$ cat src/rtl/block_pkg.sv
// Shared definitions for the brick-breaker game controller.
// Holds the top-level state codes and the default game constants.
package block_pkg;

  typedef enum logic [2:0] {
    ST_IDLE  = 3'd0,
    ST_SERVE = 3'd1,
    ST_PLAY  = 3'd2,
    ST_LOST  = 3'd3,
    ST_OVER  = 3'd4,
    ST_WIN   = 3'd5
  } state_t;

  localparam int unsigned DEF_LIVES        = 3;
  localparam int unsigned DEF_BRICKS       = 32;
  localparam int unsigned DEF_SCORE_W      = 10;
  localparam int unsigned DEF_SERVE_FRAMES = 60;
  localparam int unsigned DEF_DEB_FRAMES   = 3;

  // Paddle may only move while the ball is being served or in play.
  function automatic logic is_move_state(state_t s);
    return (s == ST_SERVE) || (s == ST_PLAY);
  endfunction

endpackage

$ cat src/rtl/block_game_ctrl_if.sv
// Control/event link between the game sequencer and block_main.
//   brick_hit, ball_lost : one-cycle event pulses from block_main
//   run                  : physics update enable
//   serve_load           : hold ball on paddle / reload position
//   move_left/move_right : paddle direction
// master = sequencer side, slave = block_main side.
interface block_game_ctrl_if;
  logic brick_hit;
  logic ball_lost;
  logic run;
  logic serve_load;
  logic move_left;
  logic move_right;

  modport master (
    input  brick_hit, ball_lost,
    output run, serve_load, move_left, move_right
  );

  modport slave (
    output brick_hit, ball_lost,
    input  run, serve_load, move_left, move_right
  );
endinterface

$ cat src/rtl/key_debounce.sv
// Single-key debouncer, frame-paced.
//   CLOCK_50    : clock
//   reset       : asynchronous active-low reset
//   frame_tick  : one-cycle pulse per video frame (sampling strobe)
//   key_raw     : raw active-low button
//   pressed     : debounced level, 1 = pressed
//   press_pulse : one-clock pulse on debounced released->pressed edge
module key_debounce #(
  parameter int unsigned DEB_FRAMES = 3
) (
  input  logic CLOCK_50,
  input  logic reset,
  input  logic frame_tick,
  input  logic key_raw,
  output logic pressed,
  output logic press_pulse
);

  localparam int unsigned CW = $clog2(DEB_FRAMES + 1);

  logic          sync1, sync2;
  logic          level;    // debounced, raw polarity (1 = released)
  logic          level_d;
  logic [CW-1:0] run_cnt;

  always_ff @(posedge CLOCK_50 or negedge reset) begin
    if (!reset) begin
      sync1       <= 1'b1;
      sync2       <= 1'b1;
      level       <= 1'b1;
      level_d     <= 1'b1;
      run_cnt     <= '0;
      press_pulse <= 1'b0;
    end else begin
      sync1       <= key_raw;
      sync2       <= sync1;
      level_d     <= level;
      press_pulse <= level_d & ~level;
      if (frame_tick) begin
        if (sync2 == level) begin
          run_cnt <= '0;
        end else if (run_cnt == CW'(DEB_FRAMES - 1)) begin
          level   <= sync2;
          run_cnt <= '0;
        end else begin
          run_cnt <= run_cnt + 1'b1;
        end
      end
    end
  end

  assign pressed = ~level;

endmodule

$ cat src/rtl/block_game_ctrl.sv
// Brick-breaker game sequencer.
//   CLOCK_50    : clock
//   reset       : asynchronous active-low reset
//   frame_tick  : one-cycle pulse per video frame
//   KEY[2:0]    : raw active-low keys, [0] start/serve, [1] right, [2] left
//   bus         : events in / run, serve_load, paddle direction out
//   state       : current state code
//   lives       : remaining lives
//   score       : saturating points counter
//   bricks_left : bricks remaining in the level
module block_game_ctrl
  import block_pkg::*;
#(
  parameter int unsigned LIVES        = DEF_LIVES,
  parameter int unsigned BRICKS       = DEF_BRICKS,
  parameter int unsigned SCORE_W      = DEF_SCORE_W,
  parameter int unsigned SERVE_FRAMES = DEF_SERVE_FRAMES,
  parameter int unsigned DEB_FRAMES   = DEF_DEB_FRAMES
) (
  input  logic                          CLOCK_50,
  input  logic                          reset,
  input  logic                          frame_tick,
  input  logic [2:0]                    KEY,
  block_game_ctrl_if.master             bus,
  output logic [2:0]                    state,
  output logic [1:0]                    lives,
  output logic [SCORE_W-1:0]            score,
  output logic [$clog2(BRICKS+1)-1:0]   bricks_left
);

  localparam int unsigned BW = $clog2(BRICKS + 1);
  localparam int unsigned TW = $clog2(SERVE_FRAMES + 1);

  state_t        state_q, state_nx;
  logic [TW-1:0] serve_cnt;
  logic [2:0]    key_level;
  logic [2:0]    key_press;
  logic          start_press;
  logic          last_brick;
  logic          run_nx, serve_load_nx, move_left_nx, move_right_nx;
  logic          unused_keys;

  for (genvar i = 0; i < 3; i++) begin : g_key
    key_debounce #(
      .DEB_FRAMES(DEB_FRAMES)
    ) u_deb (
      .CLOCK_50    (CLOCK_50),
      .reset       (reset),
      .frame_tick  (frame_tick),
      .key_raw     (KEY[i]),
      .pressed     (key_level[i]),
      .press_pulse (key_press[i])
    );
  end

  assign start_press = key_press[0];
  assign unused_keys = ^{key_level[0], key_press[2:1]};
  assign last_brick  = bus.brick_hit && (bricks_left == BW'(1));

  always_comb begin
    state_nx = state_q;
    case (state_q)
      ST_IDLE:  if (start_press) state_nx = ST_SERVE;
      ST_SERVE: if (start_press || (frame_tick && serve_cnt <= TW'(1))) state_nx = ST_PLAY;
      ST_PLAY: begin
        // A simultaneous loss on the last brick is overridden by the win.
        if (last_brick)         state_nx = ST_WIN;
        else if (bus.ball_lost) state_nx = ST_LOST;
      end
      ST_LOST:  if (frame_tick) state_nx = (lives == 2'd0) ? ST_OVER : ST_SERVE;
      ST_OVER,
      ST_WIN:   if (start_press) state_nx = ST_IDLE;
      default:  state_nx = ST_IDLE;
    endcase

    // Registered outputs are decoded from the next state so they line up with state.
    run_nx        = (state_nx == ST_PLAY);
    serve_load_nx = (state_nx == ST_IDLE) || (state_nx == ST_SERVE);
    move_left_nx  = is_move_state(state_nx) &&  key_level[2] && !key_level[1];
    move_right_nx = is_move_state(state_nx) &&  key_level[1] && !key_level[2];
  end

  always_ff @(posedge CLOCK_50 or negedge reset) begin
    if (!reset) begin
      state_q        <= ST_IDLE;
      bus.run        <= 1'b0;
      bus.serve_load <= 1'b1;
      bus.move_left  <= 1'b0;
      bus.move_right <= 1'b0;
      lives          <= 2'(LIVES);
      score          <= '0;
      bricks_left    <= BW'(BRICKS);
      serve_cnt      <= '0;
    end else begin
      state_q        <= state_nx;
      bus.run        <= run_nx;
      bus.serve_load <= serve_load_nx;
      bus.move_left  <= move_left_nx;
      bus.move_right <= move_right_nx;

      // Reload on the way into IDLE so the new values appear with the state change.
      if (state_nx == ST_IDLE) begin
        lives       <= 2'(LIVES);
        score       <= '0;
        bricks_left <= BW'(BRICKS);
      end else if (state_q == ST_PLAY) begin
        if (bus.brick_hit) begin
          if (score != '1)       score       <= score + 1'b1;
          if (bricks_left != '0) bricks_left <= bricks_left - 1'b1;
        end
        if (bus.ball_lost && !last_brick && lives != 2'd0)
          lives <= lives - 1'b1;
      end

      if (state_nx == ST_SERVE && state_q != ST_SERVE)
        serve_cnt <= TW'(SERVE_FRAMES);
      else if (state_q == ST_SERVE && frame_tick && serve_cnt != '0)
        serve_cnt <= serve_cnt - 1'b1;
    end
  end

  assign state = state_q;

endmodule
$ cat src/flat_wrapper.sv
// flat-port wrapper written by rule: the top's interface ports become plain ports
module block_game_ctrl_flat import block_pkg::*;
#(
  parameter int unsigned LIVES        = DEF_LIVES,
  parameter int unsigned BRICKS       = DEF_BRICKS,
  parameter int unsigned SCORE_W      = DEF_SCORE_W,
  parameter int unsigned SERVE_FRAMES = DEF_SERVE_FRAMES,
  parameter int unsigned DEB_FRAMES   = DEF_DEB_FRAMES
)
  (CLOCK_50, reset, frame_tick, KEY, state, lives, score, bricks_left, bus_brick_hit, bus_ball_lost, bus_run, bus_serve_load, bus_move_left, bus_move_right);
  block_game_ctrl_if bus_i ();
  input  logic CLOCK_50;
  input  logic reset;
  input  logic frame_tick;
  input  logic [2:0] KEY;
  output logic [2:0] state;
  output logic [1:0] lives;
  output logic [SCORE_W-1:0] score;
  output logic [$clog2(BRICKS+1)-1:0] bricks_left;
  input wire logic [$bits(bus_i.brick_hit)-1:0] bus_brick_hit;
  input wire logic [$bits(bus_i.ball_lost)-1:0] bus_ball_lost;
  output wire logic [$bits(bus_i.run)-1:0] bus_run;
  output wire logic [$bits(bus_i.serve_load)-1:0] bus_serve_load;
  output wire logic [$bits(bus_i.move_left)-1:0] bus_move_left;
  output wire logic [$bits(bus_i.move_right)-1:0] bus_move_right;
  assign bus_i.brick_hit = bus_brick_hit;
  assign bus_i.ball_lost = bus_ball_lost;
  assign bus_run = bus_i.run;
  assign bus_serve_load = bus_i.serve_load;
  assign bus_move_left = bus_i.move_left;
  assign bus_move_right = bus_i.move_right;
  block_game_ctrl #(.LIVES(LIVES), .BRICKS(BRICKS), .SCORE_W(SCORE_W), .SERVE_FRAMES(SERVE_FRAMES), .DEB_FRAMES(DEB_FRAMES)) u_core (.CLOCK_50(CLOCK_50), .reset(reset), .frame_tick(frame_tick), .KEY(KEY), .bus(bus_i), .state(state), .lives(lives), .score(score), .bricks_left(bricks_left));
endmodule
$ cat config.mk
export PLATFORM = sky130hd
export DESIGN_NAME = block_game_ctrl_flat
export DESIGN_NICKNAME = d
export VERILOG_FILES = /design/src/rtl/block_pkg.sv /design/src/rtl/block_game_ctrl_if.sv /design/src/rtl/key_debounce.sv /design/src/rtl/block_game_ctrl.sv /design/src/flat_wrapper.sv
export SDC_FILE = /design/constraint.sdc
export NUM_CORES = 1
export LEC_CHECK = 0
export CAP_MARGIN = 10
export CELL_PAD_IN_SITES_DETAIL_PLACEMENT = 0
export CELL_PAD_IN_SITES_GLOBAL_PLACEMENT = 1
export CORE_MARGIN = 1
export CORE_UTILIZATION = 53
export CTS_CLUSTER_SIZE = 25
export DETAILED_ROUTE_END_ITERATION = 10
export DONT_BUFFER_PORTS = 1
export GPL_TIMING_DRIVEN = 1
export PLACE_DENSITY = 0.91
export SYNTH_ARGS = -nofsm -noshare
export SYNTH_HDL_FRONTEND = slang
export SYNTH_SLANG_ARGS = --single-unit
$ cat constraint.sdc
create_clock -name CLOCK_50 -period 5.95 [get_ports CLOCK_50]
set_input_delay 1.19 -clock CLOCK_50 [delete_from_list [all_inputs] [get_ports CLOCK_50]]
set_output_delay 1.19 -clock CLOCK_50 [all_outputs]
set_load 0.02 [all_outputs]
; After elaboration in Yosys (flattened, before gate mapping)
; Index checks and enable logic that the tools add are counted.
[word_totals]
reg_bits = 48
latchBits = 0
mem_bits_rw = 0
rom_bits = 0
in_bits = 8
elab_cells = 115
n_memories = 0
[classes]
n_addsub = 7
n_mul = 0
div = 0
n_lt_le_gt_ge = 1
n_eq_ne = 16
n_shift = 0
muxes = 27
n_bitwise = 7
reduce_logical = 34
[ops]
columns = operator, count
row1 = $mux W10, 4
row2 = $mux W6, 6
row3 = $mux W3, 7
row4 = $mux W2, 9
row5 = $pmux W3 S5, 1
row6 = $reduce_and A3 Y1, 5
row7 = $reduce_bool A2 Y1, 7
row8 = $reduce_bool A6 Y1, 2
row9 = $sub A6 B1 Y6 const B, 2
row10 = $logic_and A1 B1 Y1, 11
row11 = $add A10 B1 Y10 const B, 1
row12 = $ne A10 B10 Y1 const B, 1
row13 = $eq A3 B2 Y1 const B, 3
row14 = $add A2 B1 Y2 const B, 3
row15 = $eq A2 B2 Y1 const B, 3
row16 = $eq A3 B1 Y1 const B, 2
row17 = $eq A3 B3 Y1 const B, 2
row18 = $eq A6 B1 Y1 const B, 1
row19 = $le A6 B1 Y1 const B, 1
row20 = $logic_not A3 Y1, 2
row21 = $not A1 Y1, 6
row22 = $eq A1 B1 Y1, 3
row23 = $logic_or A1 B1 Y1, 3
row24 = $ne A3 B1 Y1 const B, 1
row25 = other kinds (6), 6

; Depth between registers and ports, before layout
[logic_depth]
word_depth = 9
ltp_mapped = 7

; Hierarchy
; From an unflattened synthesis, not the netlist that was laid out.
[hier_totals]
cells_unflattened = 229
area_unflattened_um2 = 2506.2
[modules_own_cells]
columns = mod, instances, cells_per_inst, area_each_um2
row1 = block_game_ctrl, 1, 175, 1744.2
row2 = key_debounce, 3, 18, 254.0

; Least setup slack after synthesis
; Ideal clock, no wire load.
[synth_path]
path_type = input to register
start = input frame_tick
end = register u_core.score[3]
setup_time_ps = 120
arrival_ps = 2457
required_ps = 5830
path_slack_ps = 3373
path_stages = 6
n_path_buf = 2
cell_sequence = clkbuf_1 and3b_1 o22ai_1 a2111oi_4 buf_6 nor2_1
[synth_via]
elab_chain_cells = 7
elab_cells_between_ends = 11
[synth_lines]
columns = element, line
row1 = start: declaration, flat_wrapper.sv:14  ; input logic frame_tick;
row2 = $logic_and A1 B1 Y1, block_game_ctrl.sv:64  ; ST_SERVE: if (start_press || (frame_tick && serve_cnt <= TW'(1))) state_nx = ST_PLAY;
row3 = $logic_or A1 B1 Y1, block_game_ctrl.sv:64
row4 = $mux W3, block_game_ctrl.sv:64
row5 = $pmux W3 S5 *, block_game_ctrl.sv:62  ; case (state_q)
row6 = $logic_not A3 Y1 *, block_game_ctrl.sv:102  ; if (state_nx == ST_IDLE) begin
row7 = $reduce_bool A2 Y1 (no line), n/a
row8 = $reduce_and A3 Y1 (no line), n/a
row9 = end signal: assignment, block_game_ctrl.sv:108  ; if (score != '1) score <= score + 1'b1;
row10 = end: declaration, block_game_ctrl.sv:27  ; output logic [SCORE_W-1:0] score,
; Mark *: on every way between the ends. The rest lies on a longest branch, timed or not.
; A chain may end at the register's enable or synchronous reset.

; Worst setup path in the final report
[layout_path]
start = register u_core.lives[0]
end = register u_core.bricks_left[2]
[layout_via]
elab_chain_cells = 7
elab_cells_between_ends = 10
[layout_lines]
columns = element, line
row1 = start: declaration, block_game_ctrl.sv:26  ; output logic [1:0] lives,
row2 = start signal: assignment, block_game_ctrl.sv:90  ; lives <= 2'(LIVES);
row3 = start signal: assignment, block_game_ctrl.sv:103  ; lives <= 2'(LIVES);
row4 = start signal: assignment, block_game_ctrl.sv:112  ; lives <= lives - 1'b1;
row5 = $logic_not A2 Y1 *, block_game_ctrl.sv:70  ; ST_LOST: if (frame_tick) state_nx = (lives == 2'd0) ? ST_OVER : ST_SERVE;
row6 = $mux W3 * (2 in series), block_game_ctrl.sv:70
row7 = $pmux W3 S5 *, block_game_ctrl.sv:62
row8 = $logic_not A3 Y1 *, block_game_ctrl.sv:102
row9 = $reduce_bool A2 Y1 (no line), n/a
row10 = $reduce_and A3 Y1 (no line), n/a
row11 = end signal: assignment, block_game_ctrl.sv:92  ; bricks_left <= BW'(BRICKS);
row12 = end signal: assignment, block_game_ctrl.sv:105  ; bricks_left <= BW'(BRICKS);
row13 = end signal: assignment, block_game_ctrl.sv:109  ; if (bricks_left != '0) bricks_left <= bricks_left - 1'b1;
row14 = end: declaration, block_game_ctrl.sv:28  ; output logic [$clog2(BRICKS+1)-1:0] bricks_left
; Marks and branches as above.

==> impl_metrics.py <==
metrics = {
    "sta": {
        "drv_slew": 0,
        "period_needed_ps": 2520,
        "max_freq_mhz": 396,
        "finalHoldViolations": 0,
        "fin_crit_sh": 0.424,
        "worst_pin_slew_ps": 1010,
        "slew_headroom": 0.324,
        "setup_viol": 0,
        "rsz0062_at_grt": "no",
        "fin_setup_tns_ps": 0,
        "fin_worst_skew_ps": 8.80,
    },
    "detailed_routing": {
        "drc": 0,
        "viasPerCell": 5.92,
        "firstDrtPassIters": 6,
        "wl_um": 4230,
        "vias": 1693,
        "wl_per_cell_um": 14.8,
        "drt_iter0_markers": 121,
        "ant_nets": 0,
    },
    "clock_tree": {
        "cts_buffers": 5,
        "clockBufferDepth": 2,
        "insertion_delay_ps": 300,
        "cts_hold_buf": 0,
        "post_cts_buffers": 0,
        "cts_tree": "built",
        "htreeDepth": 2,
        "clock-root-buffer": "clkbuf_8",
        "clkTransAtPathRegs_ps": 80,
        "cts_resized": 0,
        "clock_sinks": 48,
    },
    "grt": {
        "grtUsageMet3": 0.0548,
        "met2_usage": 0.287,
        "grt_util_met1": 0.241,
        "grt_pass1_vias": 1583,
        "grt_overflow": 0,
        "grt_pass1_wl_um": 7210,
        "grt.busiest_layer": "met2",
        "grt_max_degree": 49,
        "antenna_found_initial": 0,
        "grtUsageTotal": 0.184,
    },
    "placed_design": {
        "gp_congestion": 0.774,
        "dp.cells": 278,
        "dp_hpwl_um": 2920,
        "postPlaceCellArea_um2": 2500,
        "io_buffers": 0,
    },
    "setup_path": {
        "cp-start-kind": "register",
        "crit_chain": "inv_1 > ha_1 > and3b_1 > o22ai_1 > a2111oi_4 > nor2_1",
        "required_ps": 6090,
        "r2r_cells": 6,
        "crit_slowest_cell": "a2111oi_4",
        "endpoint_kind": "register",
        "rr_endpoint": "u_core.bricks_left[2]",
        "slowest_delay_ps": 970,
        "critPathKind": "reg2reg",
        "worstPathMaxFanout": 18,
        "rrSetupSlack_ps": 3430,
        "arrival_ps": 2660,
        "reg2reg_from": "u_core.lives[0]",
    },
    "floorplan": {
        "pin_count": 33,
        "die_h_um": 70.3,
        "coreArea_um2": 4410,
        "die_area_um2": 4940,
        "rows": 24,
        "die_w_um": 70.3,
        "start_util": 0.560,
    },
    "logic_synthesis": {
        "avgSynthCellArea_um2": 10.6,
        "synth_seq_area_share": 0.493,
        "synth_edf_count": 0,
        "postSynthCellCount": 233,
        "synth_largest_type_area_fraction": 0.344,
        "synth_area_um2": 2470,
        "syn_nets": 249,
        "synth_area_leader_cell": "dfrtp_1",
        "yosysWarningCount": 0,
        "synth_seq_cells": 48,
        "postSynth.asyncResetShare": 1.00,
        "synth.distinct_cells": 57,
        "synthTopCellsByArea": "dfrtp_1 (34%), dfstp_2 (15%), ha_1 (4.0%), nor2_1 (3.8%), xnor2_1 (3.2%)",
        "synth_ff_type": "dfrtp_1",
    },
    "power": {
        "seqPwrFrac": 0.513,
        "p_leak_nw": 1.06,
        "swShare": 0.393,
        "power_density_nw_per_um2": 446,
        "power.share.clock": 0.174,
        "intPower_w": 0.000703,
        "p_sw_w": 0.000455,
        "combPwrFrac": 0.314,
        "total_power_w": 0.00116,
        "vdd_ir_drop_max_mv": 0.177,
    },
    "layout": {
        "n_antenna_cell": 0,
        "layout_commonest_cell": "dfrtp_1",
        "final_area_um2": 2600,
        "layout.cells.non_filler": 286,
        "nets": 249,
        "drive_gt1_frac": 0.167,
        "area_growth_pct": 5.06,
        "final_cell_mix": "dfrtp_1 (34), nor2_1 (25), dfstp_2 (14)",
    },
    "min_path": {
        "holdCritStartpoint": "u_core.g_key[2].u_deb.sync1",
        "holdPathStages": 0,
        "worstHoldEndpoint": "u_core.g_key[2].u_deb.sync2",
        "min_path_type": "reg2reg",
    },
    "run_status": {
        "status": "finished clean",
    },
    "run": {
        "cap_violations": 0,
    },
}
## Yosys cell counts (all sizes together), types with 2 or more instances
| cell type | number |
|---|---|
| a2111oi | 2 |
| a211oi | 6 |
| a21o | 2 |
| a21oi | 11 |
| a31oi | 2 |
| and2 | 2 |
| and4 | 3 |
| buf | 5 |
| clkbuf | 3 |
| dfrtp | 34 |
| dfstp | 14 |
| ha | 8 |
| inv | 11 |
| mux2 | 6 |
| mux2i | 2 |
| nand2 | 12 |
| nand2b | 6 |
| nand3 | 7 |
| nand3b | 2 |
| nand4 | 3 |
| nand4bb | 2 |
| nor2 | 25 |
| nor2b | 2 |
| nor3 | 8 |
| nor4 | 3 |
| o2111ai | 2 |
| o211ai | 2 |
| o21ai | 7 |
| o31ai | 3 |
| or2 | 2 |
| or3 | 3 |
| or3b | 2 |
| or4 | 2 |
| xnor2 | 9 |
| xor2 | 3 |
## worst max-delay path, delay by kind of cell, from the launching register on
family                   cells  cell delay (ps)
AO/OA/AOI/OAI                2             1090
flip-flops                   1              610
AND/OR/NAND/NOR              2              360
adder cells (fa/ha/maj)      1              220
buffers and inverters        1               80
## power by group through the flow
stage | registers [W] | clock network (W) | logic (W)
2_1_floorplan | 0.000557 | 0 | 0.000343
3_3_place_gp | 0.000596 | 0 | 0.000357
3_5_place_dp | 0.000600 | 0 | 0.000365
4_1_cts | 0.000594 | 0.000208 | 0.000366
5_1_grt | 0.000614 | 0.000219 | 0.000408
6_report | 0.000594 | 0.000201 | 0.000363
## cell type report
type	instances	area (µm²)
inverters	11	41.3
clock inverters	1	8.76
flip-flops and latches	48	1220
repair buffers	1	7.51
well taps	52	65.1
fillers	360	1820
clock buffers	7	86.3
multi-input cells	166	1170
## metrics by stage
| stage | hold WS, ps | util | setup WS [ps] |
|---|---|---|---|
| after floorplan | 345 | - | 3370 |
| after global placement | 345 | 0.567 | 3220 |
| after detailed placement | 347 | 0.567 | 3200 |
| after CTS | 360 | 0.588 | 3420 |
| after global routing | 362 | 0.588 | 3260 |
| final | 358 | 0.588 | 3430 |
## flip-flops by register name (all words and copies together), names as in the netlist
signal                          flops
u_core.g_key.u_deb.sync1            3
u_core.g_key.u_deb.level_d          1
u_core.bus.move_left                1
u_core.g_key.u_deb.level            3
u_core.bus.move_right               1
u_core.bus.serve_load               1
u_core.state                        3
u_core.lives                        2
u_core.serve_cnt                    6
u_core.bricks_left                  6
u_core.bus.run                      1
u_core.score                       10
u_core.g_key.u_deb.press_pulse      1
u_core.g_key.u_deb.run_cnt          6
u_core.g_key.u_deb.sync2            3
## layer usage
layer,vias up,share of wire
li1,844,-
met1,812,0.47
met2,32,0.47
met3,5,0.049
met4,0,0.014
met5,-,0
## kinds of logic after synthesis
group,after synthesis,share of synthesized area
flip-flops,48,0.493
XOR/XNOR,12,0.0425
buffers and inverters,19,0.0339
AND/OR/NAND/NOR,89,0.203
multiplexers,8,0.0354
adder cells (fa/ha/maj),8,0.0405
AO/OA/AOI/OAI,49,0.151
## how the worst max path moves through the flow
stage,from,to,cells past startpoint
after floorplan,frame_tick,u_core.score[3],6
after global placement,frame_tick,u_core.score[3],4
after detailed placement,frame_tick,u_core.bricks_left[3],4
after CTS,u_core.lives[0],u_core.bricks_left[0],6
after global routing,u_core.lives[0],u_core.bricks_left[0],6
final,u_core.lives[0],u_core.bricks_left[2],6
(Power assumes the default switching activity.)
